[config.mk]
export PLATFORM = sky130hd
export DESIGN_NAME = systolic_act_feeder_flat
export DESIGN_NICKNAME = d
export VERILOG_FILES = /design/src/rtl/systolic_act_feeder_if.sv /design/src/rtl/systolic_act_feeder.sv /design/src/flat_wrapper.sv
export SDC_FILE = /design/constraint.sdc
export NUM_CORES = 1
export LEC_CHECK = 0
export BUFFER_PORTS_ARGS = -buffer_cell sky130_fd_sc_hd__buf_2
export CAP_MARGIN = 40
export CORE_UTILIZATION = 50
export CTS_CLUSTER_DIAMETER = 80
export DETAILED_ROUTE_END_ITERATION = 7
export MAX_ROUTING_LAYER = met4
export PLACE_DENSITY = 0.69
export SYNTH_ARGS = -nofsm -noshare
export SYNTH_HDL_FRONTEND = slang
export SYNTH_SLANG_ARGS = --single-unit
[constraint.sdc]
create_clock -name clk -period 3.2 [get_ports clk]
set_input_delay 0.32 -clock clk [delete_from_list [all_inputs] [get_ports clk]]
set_output_delay 0.32 -clock clk [all_outputs]
set_load 0.005 [all_outputs]
[src/rtl/systolic_act_feeder_if.sv]
// Valid/ready channel carrying one activation vector plus its end-of-matrix tag.
interface systolic_act_feeder_if #(
  parameter int unsigned DATA_W = 8,
  parameter int unsigned ROWS   = 4
);
  logic                   in_valid;
  logic                   in_ready;
  logic [ROWS*DATA_W-1:0] in_data;
  logic                   in_last;

  modport master (output in_valid, output in_data, output in_last, input in_ready);
  modport slave  (input in_valid, input in_data, input in_last, output in_ready);
endinterface

[src/rtl/systolic_act_feeder.sv]
// Buffers activation vectors and feeds them diagonally skewed into the left edge of the PE array,
// inserting drain bubbles after each matrix and flagging when its last element reaches the bottom row.
module systolic_act_feeder #(
  parameter int unsigned DATA_W = 8,
  parameter int unsigned ROWS   = 4,
  parameter int unsigned DEPTH  = 4
) (
  input  logic                   clk,
  input  logic                   rst,
  systolic_act_feeder_if.slave   in_if,
  output logic [ROWS*DATA_W-1:0] x_out,
  output logic [ROWS-1:0]        x_valid,
  output logic                   done,
  output logic                   busy
);

  localparam int unsigned PtrW   = (DEPTH > 1) ? $clog2(DEPTH) : 1;
  localparam int unsigned CountW = $clog2(DEPTH) + 1;
  localparam int unsigned CntW   = $clog2(ROWS) + 1;

  typedef enum logic [1:0] {StIdle, StStream, StDrain} state_e;

  state_e                 state_q;
  logic [CntW-1:0]        cnt_q;
  logic [PtrW-1:0]        wr_ptr_q, rd_ptr_q;
  logic [CountW-1:0]      count_q;
  logic [ROWS*DATA_W-1:0] mem_data [DEPTH];
  logic [DEPTH-1:0]       mem_last;
  logic [ROWS-1:0]        vld_sr_q, tag_sr_q;

  logic                   full, push, pop, head_last;
  logic [ROWS*DATA_W-1:0] head_data;

  always_comb begin
    full      = (count_q == CountW'(DEPTH));
    push      = in_if.in_valid && !full;
    pop       = (count_q != '0) && (state_q != StDrain);
    head_data = mem_data[rd_ptr_q];
    head_last = mem_last[rd_ptr_q];
  end

  assign in_if.in_ready = !full;

  // Storage needs no reset: the pointers and count define what is valid.
  always_ff @(posedge clk) begin
    if (push) begin
      mem_data[wr_ptr_q] <= in_if.in_data;
      mem_last[wr_ptr_q] <= in_if.in_last;
    end
  end

  always_ff @(posedge clk or posedge rst) begin
    if (rst) begin
      wr_ptr_q <= '0;
      rd_ptr_q <= '0;
      count_q  <= '0;
    end else begin
      if (push) wr_ptr_q <= wr_ptr_q + 1'b1;
      if (pop)  rd_ptr_q <= rd_ptr_q + 1'b1;
      if (push && !pop)      count_q <= count_q + 1'b1;
      else if (!push && pop) count_q <= count_q - 1'b1;
    end
  end

  always_ff @(posedge clk or posedge rst) begin
    if (rst) begin
      state_q <= StIdle;
      cnt_q   <= '0;
    end else begin
      unique case (state_q)
        StIdle, StStream: begin
          if (pop) begin
            if (head_last) begin
              cnt_q <= CntW'(ROWS - 1);
              if (ROWS > 1) state_q <= StDrain;
              else          state_q <= StIdle;
            end else begin
              state_q <= StStream;
            end
          end
        end
        StDrain: begin
          cnt_q <= cnt_q - 1'b1;
          if (cnt_q == CntW'(1)) state_q <= StIdle;
        end
        default: state_q <= StIdle;
      endcase
    end
  end

  // Valid and last-tag travel one row per cycle; the bottom row's tag is the done pulse.
  always_ff @(posedge clk or posedge rst) begin
    if (rst) begin
      vld_sr_q <= '0;
      tag_sr_q <= '0;
    end else begin
      vld_sr_q[0] <= pop;
      tag_sr_q[0] <= pop && head_last;
      for (int r = 1; r < ROWS; r++) begin
        vld_sr_q[r] <= vld_sr_q[r-1];
        tag_sr_q[r] <= tag_sr_q[r-1];
      end
    end
  end

  for (genvar r = 0; r < ROWS; r++) begin : gen_row
    logic [DATA_W-1:0] sr_q [r+1];

    // Bubbles are zero: PEs accumulate every cycle and have no valid input.
    always_ff @(posedge clk or posedge rst) begin
      if (rst) begin
        for (int s = 0; s <= r; s++) sr_q[s] <= '0;
      end else begin
        sr_q[0] <= pop ? head_data[r*DATA_W +: DATA_W] : '0;
        for (int s = 1; s <= r; s++) sr_q[s] <= sr_q[s-1];
      end
    end

    assign x_out[r*DATA_W +: DATA_W] = sr_q[r];
  end

  assign x_valid = vld_sr_q;
  assign done    = tag_sr_q[ROWS-1];
  assign busy    = (state_q != StIdle) || (|vld_sr_q);

endmodule

[src/flat_wrapper.sv]
// flat-port wrapper written by rule: the top's interface ports become plain ports
module systolic_act_feeder_flat 
#(
  parameter int unsigned DATA_W = 8,
  parameter int unsigned ROWS   = 4,
  parameter int unsigned DEPTH  = 4
)
  (clk, rst, x_out, x_valid, done, busy, in_if_in_valid, in_if_in_data, in_if_in_last, in_if_in_ready);
  systolic_act_feeder_if #(.DATA_W(DATA_W), .ROWS(ROWS)) in_if_i ();
  input  logic clk;
  input  logic rst;
  output logic [ROWS*DATA_W-1:0] x_out;
  output logic [ROWS-1:0] x_valid;
  output logic done;
  output logic busy;
  input wire logic [$bits(in_if_i.in_valid)-1:0] in_if_in_valid;
  input wire logic [$bits(in_if_i.in_data)-1:0] in_if_in_data;
  input wire logic [$bits(in_if_i.in_last)-1:0] in_if_in_last;
  output wire logic [$bits(in_if_i.in_ready)-1:0] in_if_in_ready;
  assign in_if_i.in_valid = in_if_in_valid;
  assign in_if_i.in_data = in_if_in_data;
  assign in_if_i.in_last = in_if_in_last;
  assign in_if_in_ready = in_if_i.in_ready;
  systolic_act_feeder #(.DATA_W(DATA_W), .ROWS(ROWS), .DEPTH(DEPTH)) u_core (.clk(clk), .rst(rst), .in_if(in_if_i), .x_out(x_out), .x_valid(x_valid), .done(done), .busy(busy));
endmodule
* Yosys cells after proc, flatten, opt, wreduce, memory -nomap -nowiden
Memory sizes are Yosys's and may differ from the RTL's. Index checks and enable logic that the tools add are counted.
Storage, ports and cells: bits of input ports 36, memories 1, bits in writable memories 128, logic and storage cells 74, register bits 104
Operators by class: $lt $le $gt $ge 3, add/sub/neg operators 5, equal/unequal tests 8, multiplexer cells 20, reduce and logical (&&, ||, !) cells 19
Memory list:
- u_core.mem_data | words 4, width 32, read ports 1, clocked after Yosys merged registers in 0, write ports 1, RTL line systolic_act_feeder.sv:27 | logic [ROWS*DATA_W-1:0] mem_data [DEPTH];
Operators with widths (count):
- 2-to-1 mux 8 bit | 4
- 2-to-1 mux 3 bit | 4
- logical AND 1 bit | 6
- less-than comparator 2 x 3 -> 1 bit, second input constant | 2
- 2-to-1 mux 2 bit | 3
- != test 2 x 1 -> 1 bit, second input constant | 3
- one-hot mux 3 bit (2 select lines) | 1
- nonzero test 2 bit | 3
- subtractor 3 x 1 -> 3 bit, second input constant | 2
- adder 2 x 1 -> 2 bit, second input constant | 2
- bitwise mux 4 bit | 1
- 2-to-1 mux 1 bit | 4
- one-hot mux 2 bit (2 select lines) | 1
- OR reduction 4 bit | 1
- adder 3 x 1 -> 3 bit, second input constant | 1
- == test 3 x 1 -> 1 bit, second input constant | 1
- == test 3 bit, second input constant | 1
- zero test 1 bit | 3
- AND reduction 3 bit | 1
- nonzero test 3 bit | 1
- binary-select mux 1 bit (select 2 bit) | 1
- demux 1 bit (select 2 bit) | 1
- == test 2 x 1 -> 1 bit, second input constant | 1
- == test 2 bit, second input constant | 1
- other kinds (6) | 6

* Logic depth before layout (Yosys ltp)
depth in word-level cells 7, gate-level depth with buffers 9, gate-level depth less buffers 8

* Worst setup path before layout
OpenSTA, ideal clock, no wires.
path type register to register, start point register u_core.count_q[0], end point register u_core.count_q[2], arrival 2.039 ns, stages on the path, launching flop included 10, clock period less this slack 2.118 ns, setup slack 1.082 ns, library setup time 0.079 ns, path through dfrtp_1 -> or3_1 -> buf_2 -> nand2_1 -> ha_1 -> inv_1 -> fa_1 -> xor2_1 -> nor2_1 -> xor2_1
Between the ends: word-level cells in the longest chain between the ends 6
RTL lines:
- start, declared | RTL line systolic_act_feeder.sv:26 | logic [CountW-1:0] count_q;
- start signal, assigned | RTL line systolic_act_feeder.sv:60 | if (push && !pop) count_q <= count_q + 1'b1;
- start signal, assigned | RTL line systolic_act_feeder.sv:61 | else if (!push && pop) count_q <= count_q - 1'b1;
- branches (longest 6 deep; another with subtractor 3 x 1 -> 3 bit)
Several ways; the timed one is not identified. The select of a mux whose other input is x is not followed. A chain may end at the register's enable or synchronous reset.

* Worst setup path in the final report
Ends and elaborated chain as after synthesis.

==> flow_summary.ini <==
[die]
initial_core_util = 0.511
dieArea_sq_um = 16700
row_count = 46
ios = 75
core_area_sq_um = 15900
die_h_microns = 129
dieWidth_microns = 129

[layout]
diodes = 0
num-nets-final = 509
area_growth_pct = 16.9
drive_above_1_share = 0.348
final_cells = 699
design_area_sq_um = 9480

[drt]
drt_iter0_drc = 243
drc = 0
drtPass1Iterations = 4
ant_nets = 0
wl_per_cell_microns = 18.5
routed_via_density = 5.08
totalWireLength_microns = 12900
vias = 3551

[cts]
root_buffer = clkbuf_16
clock_latency_ns = 0.52
cts_tree = built
h-tree-depth = 1
clk_path_buf_depth = 3
cts_buffers = 24
clock_sinks = 232
cts.clk_slew.worst_paths_ns = 0.06

[logic_synthesis]
ys_ff_latch = 232
synth-main-ff-cell = edfxtp_1
synth_edf_count = 132
seq_area_frac_synth = 0.797
synthAdderAreaFrac = 0.0133
synth_top_family_by_area = multiplexers
synth-simple-area-share = 0.0423
syn-num-nets = 436
synth-compound-area-share = 0.00478
yosysWarnings = 0
async_reset_ff_frac = 0.431
synth_area_leaders = edfxtp_1 (49%), dfrtp_1 (31%), mux4_2 (8.6%), and3_1 (2.5%), buf_4 (2.2%)
synthTopCellsByCount = edfxtp_1 (132), dfrtp_1 (100), and3_1 (33), mux4_2 (31), buf_4 (24)
synth.most_common_cell = edfxtp_1
synth_mux_area_frac = 0.0966
synth_top_area_cell = edfxtp_1
syn_inst = 392
syn_area_sq_um = 8110
yosysUniqueCellTypes = 33
yosysTopAreaCellShare = 0.489
synth_area_per_cell_sq_um = 20.7
synth-xor-area-share = 0.00648

[timing]
worstMarginPinSlew_ns = 0.748
max_freq_ghz = 0.414
final_max_slew_viol_count = 0
fin_hold_ws_ns = 0.0164
period_share = 0.755
fin_crit_ns = 2.42
slew-limit-headroom = 0.501
tns_ns = 0
finalHoldViolCount = 0
finalSetupViolations = 0
rsz0062_at_grt = no
fin_skew_ns = 0.0162

[worst_hold_path]
hold_class = input pin to flop
hold_depth = 1

[grt]
grt_max_degree = 58
grt_pass1_wl_microns = 20900
grt_pass1_vias = 3886
antenna_found_initial = 0
grt_overflow = 0
grtUsageTotal = 0.174

[placement]
hpwl_microns = 7770
dpl.cell_count = 652
place.gp.congestion = 0.666
dpl_cell_area_sq_um = 8640
io_buffers = 74

[worst_setup_path]
startpoint_type = flop
critPathKind = flop to flop
critPathRequiredTime_ns = 3.63
critical_path_arrival_ns = 2.84
end_kind = flop
rr_worst_depth = 9
crit_fanout = 38

[power]
power_density_nw_per_um2 = 975
vdd.ir_drop.worst_mv = 0.554
leakage_uw = 0.00385
p_total_uw = 9240

[flow_run]
cap_violations = 0

[run_status]
status = completed
worst max-delay path: stages, from the launching register on:
cell and delay [ns]:
dfrtp_1 0.43, or3_1 0.39, buf_4 0.26, nand2_1 0.19, ha_1 0.20, inv_1 0.06, fa_1 0.37, xor2_1 0.15
nor2_1 0.13, xor2_1 0.15
final timing paths:
kind | startpoint | to | slack, ns
worst max-delay path | u_core.count_q[0] | u_core.count_q[2] | 0.78
worst min register to register | u_core.gen_row[1].sr_q[11] | u_core.x_out[11] | 0.34
worst min-delay path | in_if_in_data[18] | u_core.mem_data[3][18] | 0.02
min in group asynchronous | rst | u_core.gen_row[0].sr_q[5] | 0.50
worst max register to register | u_core.count_q[0] | u_core.count_q[2] | 0.78
max in group asynchronous | rst | u_core.x_out[28] | 1.91
layout make-up:
cell class | count | area, sq um
inverter | 7 | 28.8
clock buffer | 33 | 748
clock inverter | 11 | 65.1
timing repair buffer | 87 | 573
tap | 216 | 270
sequential | 232 | 6470
fill | 1135 | 6400
multi-input combinational | 113 | 1330
metrics by stage:
| stage | util | setup slack (ns) |
|---|---|---|
| after floorplan | - | 0.261 |
| after global placement | 0.536 | 0.899 |
| after detailed placement | 0.544 | 0.800 |
| after CTS | 0.597 | 0.768 |
| after global routing | 0.597 | 0.654 |
| final | 0.597 | 0.784 |
timing repair:
item                                   in CTS  in global routing
setup buffers                               0                  0
hold buffers                                3                  0
endpoints found under the hold margin      60                  0
resized for setup                           0                  0
logic make-up (layout without fill, tap and decap cells):
family          after synthesis  in the layout
flops                       232            232
buf+inv                      47            138
mux                          36             36
xor+xnor                      6              6
compound gates                5              5
fa+ha+maj                     8              8
simple gates                 58             58
per-layer routing:
metal / vias up / wire (microns) / track usage
met3: 25 / 499 / 0.0359
met5: - / 0 / -
li1: 1599 / - / -
met1: 1852 / 5470 / 0.217
met2: 75 / 6710 / 0.290
met4: 0 / 248 / 0.0478
layout by cell type (no fill, tap or decap), types with 3 or more instances in the layout:
cell           instances
and2_2                 4
and3_1                33
buf_12                 3
buf_16                 3
buf_2                 74
buf_4                  4
clkbuf_16             27
clkbuf_8               5
clkinv_2               7
dfrtp_1               98
dlygate4sd3_1          3
edfxtp_1             132
ha_1                   7
inv_1                  6
mux4_2                31
nand2_1                5
nor2_1                 7
nor2b_1                3
xnor2_1                4
flip-flops by register name, summed over array words and instances (netlist names):
register and count:
u_core.mem_data 128, u_core.gen_row.sr_q 56, u_core.x_out 24, u_core.mem_last 4, u_core.tag_sr_q 4, u_core.x_valid 4, u_core.cnt_q 3, u_core.count_q 3
u_core.rd_ptr_q 2, u_core.state_q 2, u_core.wr_ptr_q 2
power by group:
group          switching [uW]  internal [uW]
Clock                    1090           1640
Sequential                356           4110
Combinational             982           1060
Total                    2430           6820
(Power assumes the default switching activity.)
